`config.mk`:
```
export PLATFORM = sky130hd
export DESIGN_NAME = mca_sample_scheduler
export DESIGN_NICKNAME = d
export VERILOG_FILES = /design/src/rtl/mca_sample_scheduler.sv
export SDC_FILE = /design/constraint.sdc
export NUM_CORES = 1
export LEC_CHECK = 0
export CORE_ASPECT_RATIO = 0.9
export CORE_MARGIN = 2
export CORE_UTILIZATION = 52
export CTS_CLUSTER_SIZE = 40
export DETAILED_ROUTE_END_ITERATION = 16
export PLACE_DENSITY = 0.86
export SLEW_MARGIN = 25
export SYNTH_ARGS = -nofsm -noshare
export SYNTH_HDL_FRONTEND = slang
export SYNTH_SLANG_ARGS = --single-unit
```
`constraint.sdc`:
```
create_clock -name clk -period 5.05 [get_ports clk]
set_clock_uncertainty 0.15 [all_clocks]
set_input_delay 1.515 -clock clk [delete_from_list [all_inputs] [get_ports clk]]
set_output_delay 1.515 -clock clk [all_outputs]
set_load 0.1 [all_outputs]
```
`src/rtl/mca_sample_scheduler.sv`:
```
// mca_sample_scheduler
// Sequencing controller for the MCA hierarchical-adder FIR datapath.
// Counts incoming control vectors, drives the S-buffer shift enable, fires a
// start pulse into the adder tree every cfg_ratio vectors once the S-buffer
// is full, waits out the adder-tree latency and captures the result into a
// valid/ready output register.
//
// Output handshake: out_sample is offered while out_valid is high and is
// consumed in any cycle where out_valid && out_ready. Once raised, out_valid
// stays high and out_sample stays stable until that consume cycle. The only
// exception is a capture that lands on an unconsumed sample: the capture
// overwrites out_sample and sets the sticky overrun flag. A capture in the
// same cycle as a consume loads the new sample, keeps out_valid high and does
// not count as an overrun.
module mca_sample_scheduler #(
    parameter int K_MAX             = 256,
    parameter int N_MAX             = 8,
    parameter int WIDTH_COEFFICIENT = 32,
    parameter int MCA_NUM_ADDITIONS = 16,
    parameter int LATENCY           = 20,
    parameter int RATIO_W           = 10
) (
    input  logic                                 clk,
    input  logic                                 resetn,
    input  logic                                 enable,
    input  logic [N_MAX-1:0]                     cfg_N,
    input  logic [K_MAX/MCA_NUM_ADDITIONS-1:0]   cfg_K,
    input  logic [RATIO_W-1:0]                   cfg_ratio,
    input  logic                                 in_valid,
    output logic                                 shift_en,
    output logic [N_MAX-1:0]                     mca_N,
    output logic [K_MAX/MCA_NUM_ADDITIONS-1:0]   mca_K,
    output logic                                 mca_start,
    input  logic [WIDTH_COEFFICIENT-1:0]         mca_sample,
    output logic [WIDTH_COEFFICIENT-1:0]         out_sample,
    output logic                                 out_valid,
    input  logic                                 out_ready,
    output logic                                 overrun,
    output logic                                 cfg_err,
    output logic                                 busy,
    output logic [1:0]                           dbg_state
);

    localparam int K_W    = K_MAX / MCA_NUM_ADDITIONS;
    localparam int FILL_W = $clog2(K_MAX) + 1;

    // Fill count value at which the S-buffer holds K_MAX vectors.
    localparam logic [FILL_W-1:0]  FILL_LAST = FILL_W'(K_MAX);
    // Value loaded into the latency counter when a start pulse goes out.
    localparam logic [RATIO_W-1:0] LAT_LOAD  = RATIO_W'(LATENCY);
    // Smallest ratio that keeps at most one computation in flight.
    localparam logic [RATIO_W:0]   MIN_RATIO = (RATIO_W+1)'(LATENCY + 1);

    typedef enum logic [1:0] {
        S_IDLE  = 2'd0,
        S_FILL  = 2'd1,
        S_RUN   = 2'd2,
        S_DRAIN = 2'd3
    } state_t;

    state_t                         state_q,      state_d;
    logic [FILL_W-1:0]              fill_cnt_q,   fill_cnt_d;
    logic [RATIO_W-1:0]             dec_cnt_q,    dec_cnt_d;
    logic [RATIO_W-1:0]             lat_cnt_q,    lat_cnt_d;
    logic [RATIO_W-1:0]             ratio_q,      ratio_d;
    logic [N_MAX-1:0]               n_mask_q,     n_mask_d;
    logic [K_W-1:0]                 k_mask_q,     k_mask_d;
    logic                           start_q,      start_d;
    logic [WIDTH_COEFFICIENT-1:0]   out_sample_q, out_sample_d;
    logic                           out_valid_q,  out_valid_d;
    logic                           overrun_q,    overrun_d;
    logic                           cfg_err_q,    cfg_err_d;
    logic                           err_block_q,  err_block_d;
    logic                           busy_q,       busy_d;

    logic cfg_bad;
    logic capture;
    logic consume;
    logic in_stream;

    // A start request is illegal if it could put two computations in flight
    // or if it enables no analog state or no tap group.
    assign cfg_bad = ({1'b0, cfg_ratio} < MIN_RATIO) || (cfg_N == '0) || (cfg_K == '0);

    // The adder-tree result is valid in the cycle the latency counter is 1.
    assign capture = (lat_cnt_q == RATIO_W'(1));
    assign consume = out_valid_q && out_ready;

    // Vectors are accepted only while streaming and enable is still high, so
    // dropping enable stops the shift in that very cycle.
    assign in_stream = in_valid && enable && ((state_q == S_FILL) || (state_q == S_RUN));

    // Next-state, counter and output-register computation.
    always_comb begin
        state_d      = state_q;
        fill_cnt_d   = fill_cnt_q;
        dec_cnt_d    = dec_cnt_q;
        lat_cnt_d    = lat_cnt_q;
        ratio_d      = ratio_q;
        n_mask_d     = n_mask_q;
        k_mask_d     = k_mask_q;
        start_d      = 1'b0;
        out_sample_d = out_sample_q;
        out_valid_d  = out_valid_q;
        overrun_d    = overrun_q;
        cfg_err_d    = cfg_err_q;
        err_block_d  = err_block_q;

        case (state_q)
            S_IDLE: begin
                if (!enable) begin
                    // A rejected configuration is retried only after enable
                    // has gone low, so a static bad setting cannot spin.
                    err_block_d = 1'b0;
                end else if (!err_block_q) begin
                    ratio_d   = cfg_ratio;
                    n_mask_d  = cfg_N;
                    k_mask_d  = cfg_K;
                    overrun_d = 1'b0;
                    cfg_err_d = cfg_bad;
                    if (cfg_bad) begin
                        err_block_d = 1'b1;
                    end else begin
                        fill_cnt_d = '0;
                        state_d    = S_FILL;
                    end
                end
            end

            S_FILL: begin
                if (!enable) begin
                    state_d = S_DRAIN;
                end else if (in_valid) begin
                    fill_cnt_d = fill_cnt_q + FILL_W'(1);
                    if (fill_cnt_q == FILL_LAST - FILL_W'(1)) begin
                        dec_cnt_d = '0;
                        state_d   = S_RUN;
                    end
                end
            end

            S_RUN: begin
                if (!enable) begin
                    state_d = S_DRAIN;
                end else if (in_valid) begin
                    if (dec_cnt_q == ratio_q - RATIO_W'(1)) begin
                        dec_cnt_d = '0;
                        start_d   = 1'b1;
                    end else begin
                        dec_cnt_d = dec_cnt_q + RATIO_W'(1);
                    end
                end
            end

            S_DRAIN: begin
                // Leave only once no start is pending and the in-flight
                // result, if any, has been captured.
                if (!start_q && (lat_cnt_q == '0)) begin
                    state_d = S_IDLE;
                end
            end

            default: begin
                state_d = S_IDLE;
            end
        endcase

        // Latency counter runs independently of the state so a start issued
        // on the way into DRAIN is still tracked to completion.
        if (start_q) begin
            lat_cnt_d = LAT_LOAD;
        end else if (lat_cnt_q != '0) begin
            lat_cnt_d = lat_cnt_q - RATIO_W'(1);
        end

        // Output register: capture wins over consume; an overwrite of an
        // unconsumed sample is flagged.
        if (capture) begin
            out_sample_d = mca_sample;
            out_valid_d  = 1'b1;
            if (out_valid_q && !out_ready) begin
                overrun_d = 1'b1;
            end
        end else if (consume) begin
            out_valid_d = 1'b0;
        end

        busy_d = (state_d != S_IDLE);
    end

    // State and datapath registers with asynchronous active-low reset.
    always_ff @(posedge clk or negedge resetn) begin
        if (!resetn) begin
            state_q      <= S_IDLE;
            fill_cnt_q   <= '0;
            dec_cnt_q    <= '0;
            lat_cnt_q    <= '0;
            ratio_q      <= '0;
            n_mask_q     <= '0;
            k_mask_q     <= '0;
            start_q      <= 1'b0;
            out_sample_q <= '0;
            out_valid_q  <= 1'b0;
            overrun_q    <= 1'b0;
            cfg_err_q    <= 1'b0;
            err_block_q  <= 1'b0;
            busy_q       <= 1'b0;
        end else begin
            state_q      <= state_d;
            fill_cnt_q   <= fill_cnt_d;
            dec_cnt_q    <= dec_cnt_d;
            lat_cnt_q    <= lat_cnt_d;
            ratio_q      <= ratio_d;
            n_mask_q     <= n_mask_d;
            k_mask_q     <= k_mask_d;
            start_q      <= start_d;
            out_sample_q <= out_sample_d;
            out_valid_q  <= out_valid_d;
            overrun_q    <= overrun_d;
            cfg_err_q    <= cfg_err_d;
            err_block_q  <= err_block_d;
            busy_q       <= busy_d;
        end
    end

    assign shift_en   = in_stream;
    assign mca_N      = n_mask_q;
    assign mca_K      = k_mask_q;
    assign mca_start  = start_q;
    assign out_sample = out_sample_q;
    assign out_valid  = out_valid_q;
    assign overrun    = overrun_q;
    assign cfg_err    = cfg_err_q;
    assign busy       = busy_q;
    assign dbg_state  = state_q;

endmodule

```
# Yosys cells after proc, flatten, opt, wreduce, memory -nomap -nowiden
# Index checks and enable logic that the tools add are counted.
dict set report word_totals {
  ff_bits 103
  input_bits 71
  out_inout_bits 64
  wordCells 95
}
dict set report op_classes {
  n_addsub 4
  order_cmp 1
  n_eq_ne 14
  mux 38
  bitwise_logic 1
  n_reduce_logical 23
}
# operator n
set ops {}
lappend ops {{10-bit 2-to-1 mux} 8}
lappend ops {{9-bit 2-to-1 mux} 5}
lappend ops {{10-bit case mux with 2 select lines} 1}
lappend ops {{10-bit by 1-bit subtractor with 10-bit output (second input constant)} 2}
lappend ops {{9-bit case mux with 2 select lines} 1}
lappend ops {{16-bit logical NOT} 1}
lappend ops {{2-bit 2-to-1 mux} 8}
lappend ops {{1-bit 2-to-1 mux} 14}
lappend ops {{2-bit != test (second input constant)} 7}
lappend ops {{6-bit AND reduction} 2}
lappend ops {{10-bit by 1-bit adder with 10-bit output (second input constant)} 1}
lappend ops {{10-bit by 1-bit == test with 1-bit output (second input constant)} 1}
lappend ops {{10-bit == test} 1}
lappend ops {{10-bit logical NOT} 1}
lappend ops {{10-bit by 5-bit < comparator with 1-bit output (second input constant)} 1}
lappend ops {{10-bit nonzero test} 1}
lappend ops {{2-bit nonzero test} 5}
lappend ops {{9-bit by 1-bit adder with 9-bit output (second input constant)} 1}
lappend ops {{9-bit by 8-bit == test with 1-bit output (second input constant)} 1}
lappend ops {{8-bit logical NOT} 1}
lappend ops {{2-bit case mux with 4 select lines} 1}
lappend ops {{1-bit logical AND} 5}
lappend ops {{2-bit == test (second input constant)} 2}
lappend ops {{1-bit logical OR} 3}
lappend ops {{other kinds (6)} 7}

# Logic depth before layout (Yosys ltp)
dict set report depth {
  word_depth 8
  ltp_mapped 12
  depth_no_buf 12
}

# Worst setup path before layout
# OpenSTA, ideal clock, no wires.
dict set report synth_timing {
  path_type {input -> output}
  startpoint {in enable}
  endpoint {out shift_en}
  arrival_ns 2.582
  setup_slack_ns 0.803
  path_stages 2
  cell_sequence {clkbuf_1 -> and3_1}
}
dict set report synth_between {
  elab_chain_len 2
}
# item line_no
set synth_rtl {}
lappend synth_rtl {{start: declaration} 25} ;# input logic enable,
lappend synth_rtl {{1-bit logical AND (2 in a row)} 91} ;# assign in_stream = in_valid && enable && ((state_q == S_FILL) || (state_q == S_RUN));
lappend synth_rtl {{end: declaration} 30} ;# output logic shift_en,
# Every way passes these cells.

# Worst setup path in the final report
# Ends and elaborated chain as after synthesis.

==> results.md <==
* Area Overhead vs Synth at 33.6%
* Fraction of layout cells with a size suffix above 1 at 12.5%
* CP Data Required Time at 3.39 ns
* DR iter-0 viols at 109
* Hold_buf cts at 0
* Nature of the critical path endpoint: output port
* Worst setup SP type: input port
* Via density at 5.56
* Mapped cell area at 4860 um2
* # clock sinks at 103
* Clock insertion delay at the later pin of the skew report at 0.37 ns
* Period minus WS final at 4.29 ns
* Initial antenna violation count at 0
* Antenna Nets Post-Route at 0
* Clock transition at path regs at 0.10 ns
* Maximum fanout along the worst path at 10
* Cts repair resizes at 0
* Number of synthesized flops with an enable pin at 0
* Die Height at 95.7 um
* Post-synthesis sequential area ratio at 53.0%
* # H-tree levels at 3
* Crit path kind: input port to output port
* Die area at 10100 um2
* CP bufs+invs at 2
* Worst Hold Path EP: fill_cnt_q[8]
* Worst Tran Pin Value at 1.02 ns
* Async SR Flop Fraction at 100%
* Global-route wire length before repair at 18500 um
* CTS Buf Count at 9
* Hold_sp: fill_cnt_q[8]
* Post-layout util at 71.5%
* Non-Filler Instances at 682
* Most frequent cells in the layout: clkdlybuf4s50_1 (132), dfrtp_1 (103), mux2_2 (39)
* Max_cap viols at 0
* Setup tns final at 0 ns
* Critical Path AT at 2.62 ns
* Vias in the first global route at 3890
* Grt total ovfl at 0
* Final #Nets at 637
* TritonCTS clock tree: built
* Worst reg2reg startpoint: lat_cnt_q[3]
* R2r endpoint: out_sample[29]
* Slowest-stage cell, CP: clkdlybuf4s50_1
* Yosys warns at 0
* Cell family with most CP delay: buffers and inverters
* I/O Buffers at 134
* Unrepaired setup endpoints after global routing: no
* TritonRoute pass-1 iters at 5
* Hold Fails Final Rpt at 0
* Antenna Cells at 0
* Initial core utilization at 53.5%
* Tcrit/Tclk final at 84.9%
* Post-synth net total at 503
* Worst reg2reg path depth at 5
* Relative slew slack at 31.9%
* Cells after Synth at 421
* Setup-failing EPs final at 0
* Synth Area per Inst at 11.5 um2
* Fmax at 0.233 GHz
* Cell chain of the critical path: clkdlybuf4s50_1, and3_1, buf_12
* Detailed-route via count at 3789
* CTS root buffer: clkbuf_8
* Chip Width at 106 um
* Commonest non-fill, non-tap cell in the layout: clkdlybuf4s50_1
* Slew Limit Fails at 0
* Wire per inst at 16.6 um
* HP Class: flop to flop
* IO Pins at 135
* GRT Overall Usage at 23.2%
* Placed cells at 666
* Stages on the worst setup path at 3
* Hold Path Depth at 2
* DRC violation count after routing at 0
* Site Rows at 33
* Ys flop type: dfrtp_1
* Post-synthesis cell type count at 53
* Drt total wl at 11300 um
* Status: complete, no violations
* GPL Wtd Cong at 0.831
* Clock Path Buffers at 2
* Largest net degree at the start of global routing at 54
* Post-DP HPWL at 8490 um
* Setup bufs post-CTS at 0
* Worst reg2reg setup slack at 2.23 ns
* Max incr delay on CP at 0.65 ns
* Seq cells post-synth at 103
* Std-Cell Core Area at 9080 um2
cells in the mapped netlist, types with 2 or more instances:
cell type / number / area, um2
xnor2_1: 15 / 131
nand3b_1: 4 / 30.0
nand2b_1: 7 / 43.8
nand2_1: 27 / 101
nand4_1: 4 / 25.0
a211oi_1: 2 / 15.0
mux2_1: 28 / 315
a21oi_1: 12 / 60.1
nor4_1: 10 / 62.6
clkbuf_1: 8 / 30.0
mux2_2: 39 / 439
nor3b_1: 2 / 15.0
dfrtp_1: 103 / 2580
or2_2: 3 / 18.8
buf_2: 2 / 10.0
a211o_1: 4 / 35.0
buf_4: 2 / 15.0
a31oi_1: 3 / 18.8
o21ai_0: 18 / 90.1
nor2_1: 28 / 105
ha_1: 11 / 138
nand3_1: 15 / 75.1
xor2_1: 3 / 26.3
or3_1: 2 / 12.5
o21a_1: 3 / 22.5
inv_1: 16 / 60.1
or4_1: 2 / 15.0
a21o_1: 3 / 22.5
nor3_1: 11 / 55.1
o31ai_1: 7 / 52.6
and3_1: 4 / 25.0
buf_6: 2 / 22.5
flip-flops by register name, indices dropped and copies added (netlist names):
signal       count
lat_cnt_q       10
overrun          1
out_sample      32
out_valid        1
dbg_state        2
mca_K           16
busy             1
fill_cnt_q       9
dec_cnt_q       10
cfg_err          1
ratio_q         10
mca_start        1
err_block_q      1
mca_N            8
layout make-up:
cell class,instances,area [um2]
sequential,103,2580
inverter,17,63.8
clock inverter,5,42.5
clock buffer,11,141
multi-input combinational,286,2140
timing repair buffer,138,1380
tap,122,153
fill,657,2590
worst register-to-register path, delay by kind of cell (launching register included):
| kind | cells | cell delay, ns |
|---|---|---|
| flip-flops | 1 | 0.43 |
| multiplexers | 1 | 0.52 |
| AND/OR/NAND/NOR | 4 | 1.62 |
through the flow:
step	setup WS, ns	instance area [um2]	hold slack (ns)
floorplan	0.803	4860	0.299
global placement	0.813	6310	0.309
detailed placement	0.787	6310	0.317
CTS	0.780	6490	0.340
global route	0.718	6490	0.366
finish	0.764	6490	0.337
worst max-delay path by stage:
stage          endpoint  slack, ns   start
2_1_floorplan  shift_en       0.80  enable
3_3_place_gp   shift_en       0.81  enable
3_5_place_dp   shift_en       0.79  enable
4_1_cts        shift_en       0.78  enable
5_1_grt        shift_en       0.72  enable
6_report       shift_en       0.76  enable
routing by layer:
metal  global-route usage, %  vias to the layer above  wire (um)
li1                        -                     1773          -
met1                    27.0                     1829       4600
met2                    41.7                      151       5710
met3                    4.54                       36        635
met4                    11.1                        0        379
met5                       0                        -          0
kinds of logic after synthesis:
group	share of synthesized area (%)
muxes	15.7
AOI/OAI and AO/OA	8.57
and+or+nand+nor	13.6
DFF	53.0
xor gates and xnor gates	3.24
adders and majority gates	2.83
buffers and inverters	2.99
Power is left out: the tool's default activity adds up to more than one toggle a clock period on the data nets, which glitch-free logic cannot reach.
